**config.mk**
```make
export PLATFORM = sky130hd
export DESIGN_NAME = uart_packet_decoder
export DESIGN_NICKNAME = d
export VERILOG_FILES = /design/src/rtl/uart_packet_decoder.sv
export SDC_FILE = /design/constraint.sdc
export NUM_CORES = 1
export LEC_CHECK = 0
export CAP_MARGIN = 20
export CORE_MARGIN = 2
export CORE_UTILIZATION = 64
export DETAILED_ROUTE_END_ITERATION = 8
export PLACE_DENSITY_LB_ADDON = 0.12
export SYNTH_ARGS = -nofsm -noshare
export SYNTH_HDL_FRONTEND = slang
export SYNTH_SLANG_ARGS = --single-unit
```
**constraint.sdc**
```tcl
create_clock -name clk -period 3.6 [get_ports clk]
set_input_delay 0.54 -clock clk [delete_from_list [all_inputs] [get_ports clk]]
set_output_delay 0.54 -clock clk [all_outputs]
set_load 0.02 [all_outputs]
```
**src/rtl/uart_packet_decoder.sv**
```systemverilog
// Frames the UART receive byte stream (SYNC, CMD, LEN, payload, CHK) into buffered command packets.
// Optional inter-byte timeout: define UART_PKT_TIMEOUT_EN.
module uart_packet_decoder #(
  parameter logic [7:0] SYNC_BYTE      = 8'hA5,
  parameter int         MAX_LEN        = 16,
  parameter int         TIMEOUT_CYCLES = 100000
) (
  input  logic       clk,
  input  logic       rst,
  input  logic [7:0] data_i,
  input  logic       wr_en_i,
  output logic [7:0] cmd_o,
  output logic [7:0] len_o,
  output logic       pkt_o,
  output logic [7:0] out_data_o,
  output logic       out_valid_o,
  output logic       out_last_o,
  input  logic       out_ready_i,
  output logic       err_chk_o,
  output logic       err_len_o,
  output logic       err_timeout_o,
  output logic       drop_o,
  output logic       busy_o
);

  localparam int IW = $clog2(MAX_LEN + 1);
  localparam int AW = (MAX_LEN > 1) ? $clog2(MAX_LEN) : 1;

  if (MAX_LEN < 1 || MAX_LEN > 255 || TIMEOUT_CYCLES < 2) begin : g_param_check
    $error("uart_packet_decoder: parameter out of range");
  end

  typedef enum logic [2:0] {S_HUNT, S_CMD, S_LEN, S_PAYLOAD, S_CHK, S_DRAIN} state_t;

  state_t          state_q, state_d;
  logic [7:0]      sum_q, sum_d;
  logic [7:0]      cmd_cur_q, cmd_cur_d;
  logic [7:0]      len_cur_q, len_cur_d;
  logic [IW-1:0]   wr_idx_q, wr_idx_d;
  logic [IW-1:0]   rd_idx_q, rd_idx_d;
  logic [IW-1:0]   wr_next_s, rd_next_s;
  logic [7:0]      buf_q [MAX_LEN];
  logic            buf_we_s;
  logic            timeout_s;

  logic [7:0]      cmd_q, cmd_d, len_q, len_d, out_data_q, out_data_d;
  logic            pkt_q, pkt_d, out_valid_q, out_valid_d, out_last_q, out_last_d;
  logic            err_chk_q, err_chk_d, err_len_q, err_len_d, drop_q, drop_d;
  logic            busy_q, busy_d;

  assign wr_next_s = wr_idx_q + IW'(1);
  assign rd_next_s = rd_idx_q + IW'(1);

`ifdef UART_PKT_TIMEOUT_EN
  localparam int TW = (TIMEOUT_CYCLES > 2) ? $clog2(TIMEOUT_CYCLES) : 1;
  logic [TW-1:0] tmr_q, tmr_d;
  logic          timed_s;
  logic          err_to_q;

  assign timed_s   = (state_q == S_CMD) || (state_q == S_LEN) ||
                     (state_q == S_PAYLOAD) || (state_q == S_CHK);
  // A byte arriving in the expiry cycle takes priority over the timeout.
  assign timeout_s = timed_s && !wr_en_i && (tmr_q == TW'(TIMEOUT_CYCLES - 1));

  always_comb begin
    tmr_d = tmr_q + TW'(1);
    if (!timed_s || wr_en_i || timeout_s) tmr_d = '0;
    else                                  tmr_d = tmr_q + TW'(1);
  end

  always_ff @(posedge clk) begin
    if (rst) begin
      tmr_q    <= '0;
      err_to_q <= 1'b0;
    end else begin
      tmr_q    <= tmr_d;
      err_to_q <= timeout_s;
    end
  end

  assign err_timeout_o = err_to_q;
`else
  assign timeout_s     = 1'b0;
  assign err_timeout_o = 1'b0;
`endif

  always_comb begin
    state_d     = state_q;
    sum_d       = sum_q;
    cmd_cur_d   = cmd_cur_q;
    len_cur_d   = len_cur_q;
    wr_idx_d    = wr_idx_q;
    rd_idx_d    = rd_idx_q;
    buf_we_s    = 1'b0;
    cmd_d       = cmd_q;
    len_d       = len_q;
    out_data_d  = out_data_q;
    out_valid_d = out_valid_q;
    out_last_d  = out_last_q;
    pkt_d       = 1'b0;
    err_chk_d   = 1'b0;
    err_len_d   = 1'b0;
    drop_d      = 1'b0;

    case (state_q)
      S_HUNT: begin
        if (wr_en_i && (data_i == SYNC_BYTE)) begin
          state_d = S_CMD;
          sum_d   = 8'h00;
        end else begin
          state_d = S_HUNT;
        end
      end
      S_CMD: begin
        if (wr_en_i) begin
          cmd_cur_d = data_i;
          sum_d     = data_i;
          state_d   = S_LEN;
        end else begin
          state_d = S_CMD;
        end
      end
      S_LEN: begin
        if (wr_en_i) begin
          len_cur_d = data_i;
          sum_d     = sum_q + data_i;
          wr_idx_d  = '0;
          if (data_i > 8'(MAX_LEN)) begin
            err_len_d = 1'b1;
            state_d   = S_HUNT;
          end else if (data_i == 8'h00) begin
            state_d = S_CHK;
          end else begin
            state_d = S_PAYLOAD;
          end
        end else begin
          state_d = S_LEN;
        end
      end
      S_PAYLOAD: begin
        if (wr_en_i) begin
          buf_we_s = 1'b1;
          wr_idx_d = wr_next_s;
          sum_d    = sum_q + data_i;
          if (8'(wr_next_s) == len_cur_q) state_d = S_CHK;
          else                            state_d = S_PAYLOAD;
        end else begin
          state_d = S_PAYLOAD;
        end
      end
      S_CHK: begin
        if (wr_en_i) begin
          if (data_i == sum_q) begin
            cmd_d    = cmd_cur_q;
            len_d    = len_cur_q;
            pkt_d    = 1'b1;
            rd_idx_d = '0;
            // First payload byte goes out together with the accept pulse.
            if (len_cur_q != 8'h00) begin
              state_d     = S_DRAIN;
              out_valid_d = 1'b1;
              out_data_d  = buf_q[AW'(0)];
              out_last_d  = (len_cur_q == 8'h01);
            end else begin
              state_d = S_HUNT;
            end
          end else begin
            err_chk_d = 1'b1;
            state_d   = S_HUNT;
          end
        end else begin
          state_d = S_CHK;
        end
      end
      S_DRAIN: begin
        if (wr_en_i) drop_d = 1'b1;
        else         drop_d = 1'b0;
        if (out_valid_q && out_ready_i) begin
          if (out_last_q) begin
            state_d     = S_HUNT;
            out_valid_d = 1'b0;
            out_last_d  = 1'b0;
          end else begin
            rd_idx_d   = rd_next_s;
            out_data_d = buf_q[rd_next_s[AW-1:0]];
            out_last_d = (8'(rd_next_s) == (len_cur_q - 8'h01));
          end
        end else begin
          state_d = S_DRAIN;
        end
      end
      default: state_d = S_HUNT;
    endcase

    if (timeout_s) state_d = S_HUNT;
    else           busy_d  = 1'b0;
    busy_d = (state_d != S_HUNT);
  end

  always_ff @(posedge clk) begin
    if (rst) begin
      state_q     <= S_HUNT;
      sum_q       <= 8'h00;
      cmd_cur_q   <= 8'h00;
      len_cur_q   <= 8'h00;
      wr_idx_q    <= '0;
      rd_idx_q    <= '0;
      cmd_q       <= 8'h00;
      len_q       <= 8'h00;
      out_data_q  <= 8'h00;
      out_valid_q <= 1'b0;
      out_last_q  <= 1'b0;
      pkt_q       <= 1'b0;
      err_chk_q   <= 1'b0;
      err_len_q   <= 1'b0;
      drop_q      <= 1'b0;
      busy_q      <= 1'b0;
    end else begin
      state_q     <= state_d;
      sum_q       <= sum_d;
      cmd_cur_q   <= cmd_cur_d;
      len_cur_q   <= len_cur_d;
      wr_idx_q    <= wr_idx_d;
      rd_idx_q    <= rd_idx_d;
      cmd_q       <= cmd_d;
      len_q       <= len_d;
      out_data_q  <= out_data_d;
      out_valid_q <= out_valid_d;
      out_last_q  <= out_last_d;
      pkt_q       <= pkt_d;
      err_chk_q   <= err_chk_d;
      err_len_q   <= err_len_d;
      drop_q      <= drop_d;
      busy_q      <= busy_d;
    end
  end

  // Payload storage needs no reset: it is always written before it is read.
  always_ff @(posedge clk) begin
    if (buf_we_s) buf_q[wr_idx_q[AW-1:0]] <= data_i;
  end

  assign cmd_o       = cmd_q;
  assign len_o       = len_q;
  assign pkt_o       = pkt_q;
  assign out_data_o  = out_data_q;
  assign out_valid_o = out_valid_q;
  assign out_last_o  = out_last_q;
  assign err_chk_o   = err_chk_q;
  assign err_len_o   = err_len_q;
  assign drop_o      = drop_q;
  assign busy_o      = busy_q;

endmodule
```
==> impl_results.md <==
* Netlist cell types at 67
* RSZ-0062 raised after global routing: false
* DR DRC count at 0
* Synth Flop Type: edfxtp_1
* Sequential area share after synthesis at 60.9%
* Setup Buffers After CTS at 0
* Post-route clock period utilization at 76.6%
* Diode count at 0
* DRT Pass-1 Iters at 6
* Worst r2r path cells at 6
* Max-slew violation count at 0
* P_leak at 3.20 nW
* Reg2Reg Capture Point: out_data_o[7]$_SDFFE_PP0P_
* Initial Utilization at 65.1%
* Post-Place Cells at 835
* # clock sinks at 196
* Overflow after GRT at 0
* H-Tree Depth at 4
* Worst-Skew Late Latency at 0.44 ns
* Share of cells above drive strength 1 at 12.9%
* Final design instance area without fill at 9760 um2
* Initial antenna violation count at 0
* Hold depth at 2
* Simple-Gate Fraction of Synth Area at 11.6%
* Mapped Nets at 657
* Io pins at 44
* CTS resizes at 0
* Hold Crit Start: len_o[5]$_SDFFE_PP0P_
* Min Tclk post-route at 2.76 ns
* Worst min path class: register to register
* Vias in the first global route at 5507
* Detailed placer's ending HPWL at 13200 um
* Async SR Flop Fraction at 0%
* Max-cap viol count at 0
* Status: finished, final reports clean
* Setup TNS Final at 0 ns
* Routed len/inst at 23.4 um
* Critical path type: input port to register
* Synthesized area at 8550 um2
* Post-Layout Cell Count at 867
* DR vias at 5538
* Final WL at 20300 um
* FF+latch count, synth at 196
* Arr. time, crit path at 3.07 ns
* First-pass GRT wire length at 31500 um
* Synth warn at 0
* Worst R2R Start: state_q[0]$_SDFF_PP0_
* Initial DRC Count at 532
* PortBufs at 42
* Worst vdd ir at 0.331 mV
* Data required, critical path at 3.91 ns
* R2R Setup Slk at 0.95 ns
* Clk pin slew, worst setup/hold paths at 0.07 ns
* Critical path peak fanout at 18
* Clock Skews at 0.0137 ns
* Slew margin rel. at 39.8%
* Compound-Gate Fraction of Synth Area at 8.12%
* Cts hold-fix bufs at 0
* Nets at 705
* Endpoints failing setup at 0
* PD cells at 442 nW/um2
* Vias per cell at 6.39
* Syn avg cell area at 13.6 um2
* CTS Root Cell: clkbuf_16
* CTS Buf Count at 17
* Kind of start point of the critical path: input port
* Fmax at 363 MHz
* Adder-cell share of the synthesized area at 2.28%
* CTS tree: built
* Critical path capture point type: register
* WHS Endpoint: len_o[5]$_SDFFE_PP0P_
* Largest net degree at the start of global routing at 39
* Overall Global Routing Usage at 30.1%
* Post-Synthesis Cells at 630
* Post-synth EDFFs at 128
* Endpoints failing hold at 0
* Die X-Extent at 120 um
* Rows at 42
* Mux share of post-synthesis cell area at 11.7%
* Core Region at 13100 um2
* Area grow syn2layout at 14.2%
* Die area at 14300 um2
* Final ANT Viol Nets at 0
* Worst Tran Pin Value at 0.900 ns
* Main combinational cell family by area after synthesis: multiplexers
* Post-DP Area at 9200 um2
* GP Congestion at 0.890
* Die height at 120 um
* Max Buffers Root-to-Sink at 2
* XOR/XNOR Fraction of Synth Area at 2.74%
cells in the mapped netlist (9+ instances only):
library cell,number,share of area [%]
edfxtp_1,128,45
nor2b_1,13,0.95
nand2_1,80,3.5
nand3_1,10,0.59
mux4_2,23,6.1
clkbuf_1,28,1.2
nor2_1,37,1.6
a21oi_1,44,2.6
dfxtp_1,68,16
nor3_1,18,1.1
a22oi_1,9,0.79
ha_1,14,2.0
xnor2_1,14,1.4
mux4_1,17,5.2
state kept, by name (all words and copies together) (netlist names):
| signal | flops |
|---|---|
| state_q | 3 |
| pkt_o | 1 |
| len_cur_q | 8 |
| out_valid_o | 1 |
| sum_q | 8 |
| buf_q | 128 |
| err_len_o | 1 |
| cmd_cur_q | 8 |
| len_o | 8 |
| rd_idx_q | 5 |
| err_chk_o | 1 |
| busy_o | 1 |
| cmd_o | 8 |
| out_last_o | 1 |
| wr_idx_q | 5 |
| out_data_o | 8 |
| drop_o | 1 |
how the worst max path moves through the flow:
stage,end,startpoint,cells past startpoint
final,out_data_o[7]$_SDFFE_PP0P_,data_i[6],8
after global routing,out_data_o[7]$_SDFFE_PP0P_,data_i[6],7
after CTS,out_data_o[7]$_SDFFE_PP0P_,data_i[6],8
after detailed placement,out_data_o[7]$_SDFFE_PP0P_,data_i[6],7
after global placement,out_data_o[4]$_SDFFE_PP0P_,data_i[6],7
after floorplan,out_data_o[0]$_SDFFE_PP0P_,data_i[5],7
report_power, final:
group          total (mW)  internal, mW  switching, mW
clock                1.83         0.983          0.846
combinational      0.0973        0.0283         0.0690
sequential           2.39          2.39       0.000381
total                4.32          3.40          0.915
metal layers:
layer	part of all wire, %	GRT usage [%]
met5	0	0
met3	6.4	6.37
met4	2.9	12.6
met1	40	39.8
met2	51	48.9
layout by cell type, fill, tap and decap left out, types with 6 or more instances in the layout:
master | synthesis | routed
ha_1 | 14 | 14
xnor2_1 | 14 | 14
a211oi_1 | 8 | 8
a221o_1 | 8 | 8
a21o_1 | 6 | 6
dfxtp_1 | 68 | 67
clkbuf_16 | 0 | 17
nand3_1 | 10 | 10
nor2b_1 | 13 | 13
mux4_1 | 17 | 17
mux4_2 | 23 | 23
inv_1 | 8 | 8
nand2_1 | 80 | 80
nor2_1 | 37 | 37
edfxtp_1 | 128 | 128
nor3_1 | 18 | 18
buf_4 | 1 | 23
a21oi_1 | 44 | 44
a22oi_1 | 9 | 9
clkdlybuf4s50_1 | 0 | 41
stage by stage:
stage	total power, mW	setup slack [ns]	hold slack, ns	util [%]
2_1_floorplan	2.47	1.07	0.437	-
3_3_place_gp	2.53	0.557	0.442	70.0
3_5_place_dp	2.54	0.477	0.443	70.0
4_1_cts	4.33	0.919	0.458	74.3
5_1_grt	4.42	0.755	0.470	74.3
6_report	4.32	0.842	0.456	74.3
worst max-delay path: stages:
cell and delay, ns:
clkdlybuf4s50_1 0.50, ha_1 0.41, nor4_2 0.08, and4_1 0.22, buf_4 0.20, o211ai_1 0.65, nor2b_1 0.14, a221o_1 0.32
kinds of logic after synthesis:
logic type,after synthesis
and+or+nand+nor,200
muxes,44
other,1
DFF,196
buffers and inverters,46
AOI/OAI and AO/OA,106
xor gates and xnor gates,22
adders and majority gates,15
layout make-up:
cell class / count / area [um2]
clock buffer: 19 / 443
clock inverter: 13 / 124
fill: 839 / 3370
inverter: 9 / 33.8
multi-input combinational: 388 / 3130
sequential: 196 / 5210
tap: 176 / 220
timing repair buffer: 66 / 608
No activity file was read; power rests on OpenSTA's default activity.
